===== src/rtl/upc_pkg.sv =====
// Shared types and defaults for the checkout scanner receive path.
package upc_pkg;

    typedef enum logic [2:0] {
        IDLE,
        START,
        DATA,
        PARITY,
        STOP,
        WAIT_IDLE
    } rx_state_t;

    localparam int UPC_W_DEF        = 3;
    localparam int CLKS_PER_BIT_DEF = 4;

endpackage


===== src/rtl/upc_sync2.sv =====
// Two-flop synchronizer for the raw scanner line. Both flops reset to 1
// so that a reset looks like an idle (high) line and never fakes a start bit.
module upc_sync2 (
    input  logic clk,
    input  logic reset_n,
    input  logic async_i,
    output logic sync_o
);

    logic meta_q;
    logic sync_q;

    // Shift the asynchronous line through two flops before anyone looks at it.
    always_ff @(posedge clk or negedge reset_n) begin
        if (!reset_n) begin
            meta_q <= 1'b1;
            sync_q <= 1'b1;
        end else begin
            meta_q <= async_i;
            sync_q <= meta_q;
        end
    end

    assign sync_o = sync_q;

endmodule


===== src/rtl/upc_scan_rx.sv =====
// Serial receiver for the checkout scanner line.
// Frame (idle high): start(0), data MSB first, parity, stop(1).
// Produces a held code plus one-cycle valid / parity error / framing error pulses.
// Optional feature: define UPC_FRAME_CNT_EN to add the 8-bit frame_cnt output,
// a wrapping count of good frames.
module upc_scan_rx
    import upc_pkg::*;
#(
    parameter int CLKS_PER_BIT = CLKS_PER_BIT_DEF,
    parameter int UPC_W        = UPC_W_DEF,
    parameter bit PARITY_ODD   = 1'b0
) (
    input  logic             clk,
    input  logic             reset_n,
    input  logic             scan_in,
    output logic [UPC_W-1:0] upc_q,
    output logic             upc_valid,
    output logic             parity_err,
    output logic             frame_err,
`ifdef UPC_FRAME_CNT_EN
    output logic             busy,
    output logic [7:0]       frame_cnt
`else
    output logic             busy
`endif
);

    localparam int TW = (CLKS_PER_BIT > 1) ? $clog2(CLKS_PER_BIT) : 1;
    localparam int BW = (UPC_W > 1) ? $clog2(UPC_W) : 1;

    localparam logic [TW-1:0] TICK_HALF = TW'(CLKS_PER_BIT / 2 - 1);
    localparam logic [TW-1:0] TICK_LAST = TW'(CLKS_PER_BIT - 1);
    localparam logic [BW-1:0] BIT_LAST  = BW'(UPC_W - 1);

    logic             s;
    rx_state_t        state_q;
    logic [TW-1:0]    tick_q;
    logic [BW-1:0]    bitIdx_q;
    logic [UPC_W-1:0] shiftReg_q;
    logic             parityBit_q;
    logic [UPC_W-1:0] code_q;
    logic             upcValid_q;
    logic             parityErr_q;
    logic             frameErr_q;
    logic             busy_q;
    logic             parityOk;
`ifdef UPC_FRAME_CNT_EN
    logic [7:0]       frameCnt_q;
`endif

    upc_sync2 u_sync (
        .clk     (clk),
        .reset_n (reset_n),
        .async_i (scan_in),
        .sync_o  (s)
    );

    // Parity is judged over the received data plus the received parity bit.
    assign parityOk = ((^shiftReg_q) ^ parityBit_q) == PARITY_ODD;

    // Receive FSM: start validation, bit-centre sampling, result pulses and busy.
    always_ff @(posedge clk or negedge reset_n) begin
        if (!reset_n) begin
            state_q     <= IDLE;
            tick_q      <= '0;
            bitIdx_q    <= '0;
            shiftReg_q  <= '0;
            parityBit_q <= 1'b0;
            code_q      <= '0;
            upcValid_q  <= 1'b0;
            parityErr_q <= 1'b0;
            frameErr_q  <= 1'b0;
            busy_q      <= 1'b0;
`ifdef UPC_FRAME_CNT_EN
            frameCnt_q  <= '0;
`endif
        end else begin
            upcValid_q  <= 1'b0;
            parityErr_q <= 1'b0;
            frameErr_q  <= 1'b0;

            case (state_q)
                IDLE: begin
                    if (!s) begin
                        state_q <= START;
                        tick_q  <= '0;
                        busy_q  <= 1'b1;
                    end
                end

                START: begin
                    if (tick_q == TICK_HALF) begin
                        tick_q <= '0;
                        if (s) begin
                            state_q <= IDLE;
                            busy_q  <= 1'b0;
                        end else begin
                            state_q  <= DATA;
                            bitIdx_q <= '0;
                        end
                    end else begin
                        tick_q <= tick_q + 1'b1;
                    end
                end

                DATA: begin
                    if (tick_q == TICK_LAST) begin
                        tick_q     <= '0;
                        shiftReg_q <= {shiftReg_q[UPC_W-2:0], s};
                        if (bitIdx_q == BIT_LAST) begin
                            state_q <= PARITY;
                        end else begin
                            bitIdx_q <= bitIdx_q + 1'b1;
                        end
                    end else begin
                        tick_q <= tick_q + 1'b1;
                    end
                end

                PARITY: begin
                    if (tick_q == TICK_LAST) begin
                        tick_q      <= '0;
                        parityBit_q <= s;
                        state_q     <= STOP;
                    end else begin
                        tick_q <= tick_q + 1'b1;
                    end
                end

                STOP: begin
                    if (tick_q == TICK_LAST) begin
                        tick_q <= '0;
                        if (!s) begin
                            frameErr_q <= 1'b1;
                            state_q    <= WAIT_IDLE;
                        end else if (parityOk) begin
                            code_q     <= shiftReg_q;
                            upcValid_q <= 1'b1;
                            state_q    <= IDLE;
                            busy_q     <= 1'b0;
`ifdef UPC_FRAME_CNT_EN
                            frameCnt_q <= frameCnt_q + 8'd1;
`endif
                        end else begin
                            parityErr_q <= 1'b1;
                            state_q     <= IDLE;
                            busy_q      <= 1'b0;
                        end
                    end else begin
                        tick_q <= tick_q + 1'b1;
                    end
                end

                WAIT_IDLE: begin
                    if (s) begin
                        state_q <= IDLE;
                        busy_q  <= 1'b0;
                    end
                end

                default: begin
                    state_q <= IDLE;
                    busy_q  <= 1'b0;
                end
            endcase
        end
    end

    assign upc_q      = code_q;
    assign upc_valid  = upcValid_q;
    assign parity_err = parityErr_q;
    assign frame_err  = frameErr_q;
    assign busy       = busy_q;
`ifdef UPC_FRAME_CNT_EN
    assign frame_cnt  = frameCnt_q;
`endif

endmodule


===== config.mk =====
export PLATFORM = sky130hd
export DESIGN_NAME = upc_scan_rx
export DESIGN_NICKNAME = d
export VERILOG_FILES = /design/src/rtl/upc_pkg.sv /design/src/rtl/upc_sync2.sv /design/src/rtl/upc_scan_rx.sv
export SDC_FILE = /design/constraint.sdc
export NUM_CORES = 1
export LEC_CHECK = 0
export ABC_AREA = 1
export BUFFER_PORTS_ARGS = -buffer_cell sky130_fd_sc_hd__buf_2
export CAP_MARGIN = 20
export CORE_AREA = 2 2 50 52
export DETAILED_ROUTE_END_ITERATION = 8
export DIE_AREA = 0 0 52 54
export PLACE_DENSITY = 0.69
export SKIP_LAST_GASP = 1
export SLEW_MARGIN = 25
export SYNTH_ARGS = -nofsm -noshare
export SYNTH_HDL_FRONTEND = slang
export SYNTH_SLANG_ARGS = --single-unit

===== constraint.sdc =====
create_clock -name clk -period 1.73 [get_ports clk]
set_input_delay 0.0865 -clock clk [delete_from_list [all_inputs] [get_ports clk]]
set_output_delay 0.0865 -clock clk [all_outputs]
set_load 0.1 [all_outputs]

==> results.yml <==
clock_network:
  htreeDepth: 1
  clock_sinks: 20
  clock_latency_ps: 300
  cts_tree: "yes"
  cts.path.max_buffers: 2
  clock-root-buffer: "clkbuf_4"
  clkTransAtPathRegs_ps: 110
  postCtsResizedCells: 0
  numCtsBuffers: 3
final_layout:
  syn_to_final_growth_pct: 11.7
  fillCellCount: 201
  fin_cells: 177
  drive_gt1_share_pct: 21.1
  fin_nets: 155
  antenna_cells: 0
yosys:
  synth_edf_count: 0
  yosys_most_used_dff: "dfrtp_1"
  ys_ff_latch: 20
  synth_top_area_share_pct: 41.2
  async_flop_share_pct: 100
  synth_common_cells: "40 x nand2_1, 18 x dfrtp_1, 16 x nand3_1"
  synth_most_common_cell: "nand2_1"
  synth_top_cell_by_area: "dfrtp_1"
  ys_top_cells_by_area: "dfrtp_1 41%, nand2_1 14%, nand3_1 7.3%"
  ys_types: 21
  synth_area_um2: 1090
  yosys_warnings: 0
  synth_area_per_cell_um2: 8.21
  synthCells: 133
  synth_fp_nets: 140
  yosysSeqAreaShare_pct: 46.0
power:
  power_frac_seq_pct: 37.4
  power_frac_clock_pct: 13.6
  p_total_w: 0.00200
  vdd_ir_drop_max_v: 0.000760
  switching_share_pct: 48.6
  p_int_w: 0.00103
  p_switching_w: 0.000970
  cellLeakagePower_nw: 0.640
  power_density_nw_per_um2: 1640
  combinationalPowerShare_pct: 49.0
critical_path:
  cp.buffers_inverters: 1
  crit_type: "flip-flop to flip-flop"
  cpMaxStageDelayCell: "dfrtp_1"
  r2r_cells: 8
  cp-start-kind: "flip-flop"
  arrival_ps: 1750
  path_cells: "ha_1, inv_1, nand3_1, nand2_1, nor2_2, nand2_2, nand2_1, nand2_1"
  crit_top_cell: "nand2_1"
  r2r-end: "state_q[1]"
  r2r_start: "tick_q[1]"
  rrSetupSlack_ps: 190
  cpPeakStageDelay_ps: 410
  required_ps: 1940
  critPathCaptureType: "flip-flop"
  crit_family: "simple AND/OR/NAND/NOR gates"
  cp_max_fo: 7
timing:
  post-route-period-util_pct: 89.0
  drv_slew: 0
  relSlewSlack_pct: 67.8
  worst_slew_pin_slew_ps: 486
  period_needed_ps: 1540
  setup_violations: 0
  max_freq_ghz: 0.649
  fin_skew_ps: 5.73
  final.setup.tns_ps: 0
  rsz0062_at_grt: "false"
  finalHoldViolCount: 0
  fin_hold_ws_ps: 240
route:
  routed_wl_um: 2020
  drc: 0
  drt-initial-drc-count: 25
  drtPass1Iterations: 4
  antenna_left: 0
  post_drt_wl_per_cell_um: 11.4
  viasPerCell: 5.10
  via_count: 903
die:
  die_area_um2: 2810
  io_pins: 10
  core-area_um2: 2320
  start_util_pct: 47.1
  die_x_um: 52
  row_count: 18
  die_h_um: 54
grt:
  track_usage_pct: 17.1
  met2_usage_pct: 28.5
  met1_usage_pct: 21.3
  grt_pass1_vias: 848
  gr-usage-met3_pct: 3.33
  grt.busiest_layer: "met2"
  grt_pass1_wl_um: 3520
  grt_max_degree: 21
  antenna_found_initial: 0
  grt-ovfl-total: 0
placed_design:
  gp_congestion: 0.882
  io_buffers: 9
  place_inst: 171
  dp_hpwl_um: 1560
run_status:
  status: "finished clean"
run:
  max_cap_viol_count: 0
hold_path:
  hold_class: "input pin to asynchronous set/reset pin"
-- placed cells by master (no fill, tap or decap), drive strengths merged, types with 3 or more instances in the layout --
| cell | n |
|---|---|
| nand2 | 43 |
| clkbuf | 4 |
| buf | 9 |
| ha | 4 |
| dfrtp | 18 |
| a21oi | 3 |
| nor2 | 15 |
| nand4 | 4 |
| nand3 | 17 |
| o21ai | 7 |
| inv | 12 |
-- kinds of logic after synthesis --
family / count (synthesis) / share of synthesized area (%)
xor gates and xnor gates: 4 / 3.21
adders and majority gates: 4 / 4.58
DFF: 20 / 46.0
buffers and inverters: 13 / 5.15
and+or+nand+nor: 81 / 35.1
AOI/OAI and AO/OA: 11 / 5.96
-- power groups by stage --
stage,logic (W),clock network [W],registers (W)
floorplan,0.000772,0,0.000782
global placement,0.000932,0,0.000748
detailed placement,0.000971,0,0.000756
CTS,0.000978,0.000281,0.000747
global route,0.00112,0.000305,0.000767
finish,0.000978,0.000272,0.000748
-- registers in the layout, summed over array words and instances, names as in the netlist, 2 cells and up --
register    count
bitIdx_q        2
shiftReg_q      3
tick_q          2
state_q         3
upc_q           3
-- what timing repair did --
item	CTS	global route
hold buffers	2	0
endpoints found under the hold margin	19	0
buffers inserted	0	0
-- final cells by class --
| class | count | area, µm² | share of cell area, % |
|---|---|---|---|
| Timing Repair Buffer | 11 | 65.1 | 5.33 |
| Multi-Input combinational cell | 100 | 533 | 43.7 |
| Tap cell | 30 | 37.5 | 3.08 |
| Inverter | 12 | 45.0 | 3.69 |
| Sequential cell | 20 | 503 | 41.2 |
| Clock buffer | 4 | 36.3 | 2.97 |
-- metal layers --
metal | part of all wire, % | vias to the layer above
met4 | 0.49 | 0
met3 | 4.2 | 2
met2 | 51 | 28
met1 | 45 | 415
li1 | - | 458
met5 | 0 | -
-- per-stage QoR --
step	utilization, %	area (µm²)	setup slack [ps]
2_1_floorplan	-	1090	398
3_3_place_gp	50.2	1160	298
3_5_place_dp	50.2	1160	214
4_1_cts	52.6	1220	194
5_1_grt	52.6	1220	15.7
6_report	52.6	1220	190
-- worst register-to-register path: stages (launching register included) --
cell,delay (ps)
dfrtp_1,410
ha_1,270
inv_1,170
nand3_1,110
nand2_1,80
nor2_2,180
nand2_2,90
nand2_1,70
nand2_1,50
-- worst max path at each step --
stage                 end  cells past startpoint  startpoint  slack, ps
6_report       state_q[1]                      8   tick_q[1]        190
5_1_grt        state_q[1]                      8   tick_q[1]         20
4_1_cts        state_q[1]                      8   tick_q[1]        190
3_5_place_dp   state_q[1]                      8   tick_q[1]        210
3_3_place_gp   state_q[0]                      8  state_q[0]        300
2_1_floorplan  state_q[1]                      8   tick_q[1]        400
(Power assumes the default switching activity.)
